File: src/rtl/pmem_responder_pkg.sv
// Shared types and constants for the physical-memory responder and its bus.
package pmem_responder_pkg;

  localparam int unsigned PMEM_OFFSET_BITS = 4;
  localparam int unsigned PMEM_LINE_BITS   = 128;
  localparam int unsigned PMEM_ADDR_BITS   = 16;
  localparam int unsigned PMEM_CNT_BITS    = 4;

  typedef logic [PMEM_LINE_BITS-1:0] lc3b_pmem_line;
  typedef logic [PMEM_ADDR_BITS-1:0] lc3b_word;

  // Line-granular address: the byte offset within a line is discarded.
  function automatic lc3b_word pmem_line_addr(input lc3b_word addr);
    return addr >> PMEM_OFFSET_BITS;
  endfunction

endpackage

File: src/rtl/pmem_responder_if.sv
// pmem_* bus between the cache controller (master) and the memory responder (slave).
interface pmem_responder_if;
  import pmem_responder_pkg::*;

  logic          pmem_read;
  logic          pmem_write;
  lc3b_word      pmem_address;
  lc3b_pmem_line pmem_wdata;
  logic          pmem_resp;
  lc3b_pmem_line pmem_rdata;
  logic          mem_ready;
  logic          pmem_error;

  modport master (
    output pmem_read,
    output pmem_write,
    output pmem_address,
    output pmem_wdata,
    input  pmem_resp,
    input  pmem_rdata,
    input  mem_ready,
    input  pmem_error
  );

  modport slave (
    input  pmem_read,
    input  pmem_write,
    input  pmem_address,
    input  pmem_wdata,
    output pmem_resp,
    output pmem_rdata,
    output mem_ready,
    output pmem_error
  );

endinterface

File: src/rtl/pmem_line_array.sv
// Synchronous single-port line store with a registered, read-enabled output.
module pmem_line_array
  import pmem_responder_pkg::*;
#(
  parameter int unsigned INDEX_BITS = 5
) (
  input  logic                  clk,
  input  logic                  rst_n,
  input  logic                  we_i,
  input  logic                  re_i,
  input  logic [INDEX_BITS-1:0] index_i,
  input  lc3b_pmem_line         wdata_i,
  output lc3b_pmem_line         rdata_o
);

  localparam int unsigned DEPTH = 2 ** INDEX_BITS;

  lc3b_pmem_line mem_q [DEPTH];
  lc3b_pmem_line rdata_q;

  always_ff @(posedge clk) begin
    if (we_i) begin
      mem_q[index_i] <= wdata_i;
    end
  end

  // Output only updates on a read so the last read line stays visible.
  always_ff @(posedge clk or negedge rst_n) begin
    if (!rst_n) begin
      rdata_q <= '0;
    end else if (re_i) begin
      rdata_q <= mem_q[index_i];
    end
  end

  assign rdata_o = rdata_q;

endmodule

File: src/rtl/pmem_responder.sv
// Memory-side responder: zero-initialises a line store, then serves one line
// read or write per handshake with a fixed response latency.
module pmem_responder
  import pmem_responder_pkg::*;
#(
  parameter int unsigned LATENCY    = 4,
  parameter int unsigned INDEX_BITS = 5
) (
  input  logic             clk,
  input  logic             rst_n,
  pmem_responder_if.slave  bus
);

  typedef enum logic [2:0] {
    S_INIT,
    S_IDLE,
    S_BUSY,
    S_RESP,
    S_DONE
  } state_e;

  typedef logic [INDEX_BITS-1:0]    idx_t;
  typedef logic [PMEM_CNT_BITS-1:0] cnt_t;

  localparam cnt_t CNT_LOAD = cnt_t'(LATENCY - 1);

  state_e        state_q, state_d;
  cnt_t          cnt_q, cnt_d;
  idx_t          init_q, init_d;
  idx_t          idx_q, idx_d;
  logic          wr_q, wr_d;
  lc3b_pmem_line wdata_q, wdata_d;
  logic          err_q, err_d;

  logic          arr_we;
  logic          arr_re;
  idx_t          arr_idx;
  lc3b_pmem_line arr_wdata;
  lc3b_pmem_line arr_rdata;

  logic          req;
  idx_t          req_idx;
  logic          unused_addr;

  assign req         = bus.pmem_read | bus.pmem_write;
  assign req_idx     = idx_t'(pmem_line_addr(bus.pmem_address));
  assign unused_addr = ^bus.pmem_address;

  always_ff @(posedge clk or negedge rst_n) begin
    if (!rst_n) begin
      state_q <= S_INIT;
      cnt_q   <= '0;
      init_q  <= '0;
      idx_q   <= '0;
      wr_q    <= 1'b0;
      wdata_q <= '0;
      err_q   <= 1'b0;
    end else begin
      state_q <= state_d;
      cnt_q   <= cnt_d;
      init_q  <= init_d;
      idx_q   <= idx_d;
      wr_q    <= wr_d;
      wdata_q <= wdata_d;
      err_q   <= err_d;
    end
  end

  always_comb begin
    state_d   = state_q;
    cnt_d     = cnt_q;
    init_d    = init_q;
    idx_d     = idx_q;
    wr_d      = wr_q;
    wdata_d   = wdata_q;
    err_d     = err_q;
    arr_we    = 1'b0;
    arr_re    = 1'b0;
    arr_idx   = idx_q;
    arr_wdata = wdata_q;

    unique case (state_q)
      S_INIT: begin
        arr_we    = 1'b1;
        arr_idx   = init_q;
        arr_wdata = '0;
        if (init_q == '1) begin
          state_d = S_IDLE;
        end else begin
          init_d = init_q + 1'b1;
        end
      end

      S_IDLE: begin
        if (req) begin
          idx_d   = req_idx;
          wr_d    = bus.pmem_write;
          wdata_d = bus.pmem_wdata;
          cnt_d   = CNT_LOAD;
          if (bus.pmem_read && bus.pmem_write) begin
            err_d = 1'b1;
          end
          // With unit latency the read must be launched from the live address,
          // since the capture registers only load on this same edge.
          if (LATENCY == 1) begin
            state_d = S_RESP;
            arr_idx = req_idx;
            arr_re  = !bus.pmem_write;
          end else begin
            state_d = S_BUSY;
          end
        end
      end

      S_BUSY: begin
        if (!req) begin
          state_d = S_IDLE;
        end else begin
          if ((wr_q && bus.pmem_read) || (!wr_q && bus.pmem_write)) begin
            err_d = 1'b1;
          end
          cnt_d = cnt_q - 1'b1;
          if (cnt_q == cnt_t'(1)) begin
            state_d = S_RESP;
            arr_re  = !wr_q;
          end
        end
      end

      S_RESP: begin
        arr_we  = wr_q;
        state_d = S_DONE;
      end

      S_DONE: begin
        if (!req) begin
          state_d = S_IDLE;
        end
      end

      default: begin
        state_d = S_INIT;
      end
    endcase
  end

  pmem_line_array #(
    .INDEX_BITS (INDEX_BITS)
  ) u_array (
    .clk     (clk),
    .rst_n   (rst_n),
    .we_i    (arr_we),
    .re_i    (arr_re),
    .index_i (arr_idx),
    .wdata_i (arr_wdata),
    .rdata_o (arr_rdata)
  );

  assign bus.pmem_resp  = (state_q == S_RESP);
  assign bus.pmem_rdata = arr_rdata;
  assign bus.mem_ready  = (state_q != S_INIT);
  assign bus.pmem_error = err_q;

endmodule
File: src/flat_wrapper.sv
// flat-port wrapper written by rule: the top's interface ports become plain ports
module pmem_responder_flat import pmem_responder_pkg::*;
#(
  parameter int unsigned LATENCY    = 4,
  parameter int unsigned INDEX_BITS = 5
)
  (clk, rst_n, bus_pmem_read, bus_pmem_write, bus_pmem_address, bus_pmem_wdata, bus_pmem_resp, bus_pmem_rdata, bus_mem_ready, bus_pmem_error);
  pmem_responder_if bus_i ();
  input  logic clk;
  input  logic rst_n;
  input wire logic [$bits(bus_i.pmem_read)-1:0] bus_pmem_read;
  input wire logic [$bits(bus_i.pmem_write)-1:0] bus_pmem_write;
  input wire logic [$bits(bus_i.pmem_address)-1:0] bus_pmem_address;
  input wire logic [$bits(bus_i.pmem_wdata)-1:0] bus_pmem_wdata;
  output wire logic [$bits(bus_i.pmem_resp)-1:0] bus_pmem_resp;
  output wire logic [$bits(bus_i.pmem_rdata)-1:0] bus_pmem_rdata;
  output wire logic [$bits(bus_i.mem_ready)-1:0] bus_mem_ready;
  output wire logic [$bits(bus_i.pmem_error)-1:0] bus_pmem_error;
  assign bus_i.pmem_read = bus_pmem_read;
  assign bus_i.pmem_write = bus_pmem_write;
  assign bus_i.pmem_address = bus_pmem_address;
  assign bus_i.pmem_wdata = bus_pmem_wdata;
  assign bus_pmem_resp = bus_i.pmem_resp;
  assign bus_pmem_rdata = bus_i.pmem_rdata;
  assign bus_mem_ready = bus_i.mem_ready;
  assign bus_pmem_error = bus_i.pmem_error;
  pmem_responder #(.LATENCY(LATENCY), .INDEX_BITS(INDEX_BITS)) u_core (.clk(clk), .rst_n(rst_n), .bus(bus_i));
endmodule
File: config.mk
export PLATFORM = sky130hd
export DESIGN_NAME = pmem_responder_flat
export DESIGN_NICKNAME = d
export VERILOG_FILES = /design/src/rtl/pmem_responder_pkg.sv /design/src/rtl/pmem_responder_if.sv /design/src/rtl/pmem_line_array.sv /design/src/rtl/pmem_responder.sv /design/src/flat_wrapper.sv
export SDC_FILE = /design/constraint.sdc
export NUM_CORES = 2
export LEC_CHECK = 0
export BUFFER_PORTS_ARGS = -buffer_cell sky130_fd_sc_hd__buf_2
export CAP_MARGIN = 15
export CORE_AREA = 10 10 777 549
export DETAILED_ROUTE_END_ITERATION = 8
export DIE_AREA = 0 0 787 559
export REMOVE_ABC_BUFFERS = 1
export SETUP_SLACK_MARGIN = 0.2
export SYNTH_ARGS = -nofsm -noshare
export SYNTH_HDL_FRONTEND = slang
export SYNTH_SLANG_ARGS = --single-unit
File: constraint.sdc
create_clock -name clk -period 7.8 [get_ports clk]
set_input_delay 2.34 -clock clk [delete_from_list [all_inputs] [get_ports clk]]
set_output_delay 2.34 -clock clk [all_outputs]
set_load 0.1 [all_outputs]
==> results_dict.tcl <==
set metrics [dict create \
    status "finished clean" \
    clock_latency_ps 1050 \
    dieArea_um2 439900 \
    dieWidth_um 787 \
    grt_pass1_wl_mm 815.6 \
    ys_seq_elements 4371 \
    period_needed_ps 5665 \
    num_vias 109584 \
    finalSetupViolCount 0 \
    worstReg2RegStart "u_core.state_q[1]$_DFFE_PN0P_" \
    path_buf_inv 2 \
    clock-root-buffer "clkbuf_16" \
    ys_seq_area_frac 0.7045 \
    setup_tns_ps 0 \
    ys_types 74 \
    startpoint "u_core.state_q[1]$_DFFE_PN0P_" \
    core_area_um2 410900 \
    m1WireLength_mm 235.2 \
    crit_cells 3 \
    worst-slew-pin-transition_ps 1333 \
    hold_ws_ps 498.5 \
    numPortBuffers 267 \
    first_iter_violations 15546 \
    die_height_um 559 \
    grt_usage 0.2543 \
    slowest_delay_ps 850 \
    slowest_stage "dfrtp_1" \
    cp_top_family "buffers and inverters" \
    postCtsSetupBuffers 0 \
    post-synth-top-area-fraction 0.6672 \
    post_synth.cell_area_avg_um2 17.49 \
    cap_violations 0 \
    preCtsSetupSlack_ps 2046 \
    clock_path_buffers 4 \
    drt-vias-per-instance 6.615 \
    relSlewSlack 0.1090 \
    r2r_slack_ps 2460 \
    antenna_left 0 \
    nNetsFinal 10876 \
    final-hold-violation-count 0 \
    routedWlPerCell_um 35.07 \
    holdCritPathClass "reg2reg" \
    synth_area_leaders "edfxtp_1 (67%), mux4_2 (12%), mux2i_1 (4.1%)" \
    synth_edf_count 4096 \
    period_share 0.7262 \
    route.met2.wl_mm 262.4 \
    syn2layout_area_growth_pct 12.38 \
    drt_wl_total_mm 581.0 \
    hold-path-cell-count 1 \
    power_density_nw_per_um2 447.6 \
    dp_hpwl_mm 295.5 \
    cts_htree_levels 5 \
    synth_ff_type "edfxtp_1" \
    grt_pass1_vias 108306 \
    synth_warnings 0 \
    reg2reg_to "u_core.u_array.rdata_o[35]$_DFFE_PN0P_" \
    finClkSkew_ps 74.72 \
    fmax_ghz 0.1765 \
    ctsResizeCount 0 \
    clk_pin_slew_ps 60 \
    cp_max_fo 61 \
    critical_path_class "reg2out" \
    first_pass_iters 6 \
    drc 0 \
    cp.required_ps 5460 \
    synth_common_cells "edfxtp_1 (4,096), mux4_2 (1,013), nand2_1 (862)" \
    place_congestion 0.7742 \
    netlist_area_um2 184400 \
    critPathArrivalTime_ps 3320 \
    antenna_found_initial 23 \
    final_layout_size_suffix_gt1_frac 0.2200 \
    cts-hold-fix-buffers 0 \
    path_cells "nor3_4 > inv_8 > buf_2" \
    synthCells 10538 \
    dr_wl_met3_mm 63.22 \
    yosysMostFrequentCell "edfxtp_1" \
    numCtsBuffers 420 \
    peakVddDrop_v 0.0005676 \
    setup_ws_ps 2135 \
    cp-end-kind "output pin" \
    synth.largest_area_cell "edfxtp_1" \
    cellLeakagePower_nw 68.07 \
    top_layer_used "met5" \
    cts.sinks 4371 \
    cts_tree "yes" \
    worst_setup_path_start_kind "flop" \
    rows 197 \
    slew_viol_final 0 \
    crit_end "bus_mem_ready" \
    ios 279 \
    rsz0062_at_grt "false" \
    async_flop_share 0.06291 \
    grt_start_max_net_pins 139 \
    reg2reg_depth 8 \
    floorplan.initialDensity 0.4487 \
    grt_overflow 0 \
]
-- kinds of logic after synthesis --
family | share of synthesized area
and+or+nand+nor | 0.04343
adders and majority gates | 0.0002715
AOI/OAI and AO/OA | 0.06030
xor gates and xnor gates | 0.0001425
muxes | 0.1740
DFF | 0.7045
buffers and inverters | 0.01737
-- layer usage --
metal  up-vias  global-route usage
met5         -                   0
met4         8             0.08081
met3      1065             0.05016
met2      6925              0.3900
met1     58118              0.3672
li1      43468                   -
-- power by group --
| part | switching [mW] | internal (mW) |
|---|---|---|
| registers | 1.84 | 33.1 |
| clock network | 9.22 | 11.9 |
| logic | 24.8 | 11.9 |
-- area by class of cell --
class                           count  area (um^2)
Antenna cell                        1        2.502
Clock buffer                      556        11420
Clock inverter                    235         2795
Fill cell                       32924       203700
Inverter                            3        18.77
Multi-Input combinational cell   5399        51830
Sequential cell                  4371       129900
Tap cell                         5472         6847
Timing Repair Buffer              529         4367
-- worst min-delay path by stage --
stage,slack (ps),start,end
after floorplan,470,u_core.wdata_q[0]$_DFFE_PN0P_,u_core.wdata_q[0]$_DFFE_PN0P_
after global placement,480,u_core.wdata_q[118]$_DFFE_PN0P_,u_core.wdata_q[118]$_DFFE_PN0P_
after detailed placement,490,u_core.wdata_q[16]$_DFFE_PN0P_,u_core.wdata_q[16]$_DFFE_PN0P_
after CTS,500,u_core.wdata_q[89]$_DFFE_PN0P_,u_core.wdata_q[89]$_DFFE_PN0P_
after global routing,510,u_core.wdata_q[40]$_DFFE_PN0P_,u_core.wdata_q[40]$_DFFE_PN0P_
final,500,u_core.wdata_q[118]$_DFFE_PN0P_,u_core.wdata_q[118]$_DFFE_PN0P_
-- sequential cells by signal, indices dropped and copies added (netlist names) --
name,count
u_core.bus.pmem_error,1
u_core.idx_q,5
u_core.u_array.rdata_o,128
u_core.cnt_q,4
u_core.u_array.mem_q,4096
u_core.wr_q,1
u_core.init_q,5
u_core.wdata_q,128
u_core.state_q,3
-- cell usage in the layout (no fill, tap or decap), drive strengths merged, types with 8 or more instances in the layout --
cell type  instances
a2111oi           98
a211oi            28
a21oi            440
a221o             38
a221oi            42
a22oi             74
a311oi            48
a31oi            171
a32oi             70
a41oi             33
and2             139
buf              529
bufinv            45
clkbuf           556
clkinv           161
clkinvlp          14
dfrtp            275
edfxtp          4096
inv               18
mux2             157
mux2i            749
mux4            1013
nand2            862
nand3            138
nor2             453
nor2b             66
nor3              67
nor3b              8
nor4              76
o211ai            93
o21ai            147
o21ba             27
o221a             25
o22a              13
o22ai            201
o32a              15
o32ai             25
-- worst reg2reg max path, delay by kind of cell, from the launching register on --
family | cells | cell delay, ps
mux | 1 | 530
compound gates | 2 | 390
buf+inv | 3 | 2290
simple gates | 2 | 1320
flops | 1 | 660
-- stage by stage --
| stage | std cells | cell area (um^2) | util | total power [mW] |
|---|---|---|---|---|
| 4_1_cts | 16559 | 207000 | 0.5038 | 92.73 |
| 5_1_grt | 16565 | 207200 | 0.5042 | 96.15 |
| 6_report | 16566 | 207200 | 0.5042 | 92.73 |
| 2_1_floorplan | 9773 | 181200 | - | 59.97 |
| 3_3_place_gp | 15765 | 192700 | 0.4691 | 70.77 |
| 3_5_place_dp | 15768 | 192800 | 0.4692 | 71.75 |
Note: power is estimated with default switching activity, not from simulation.
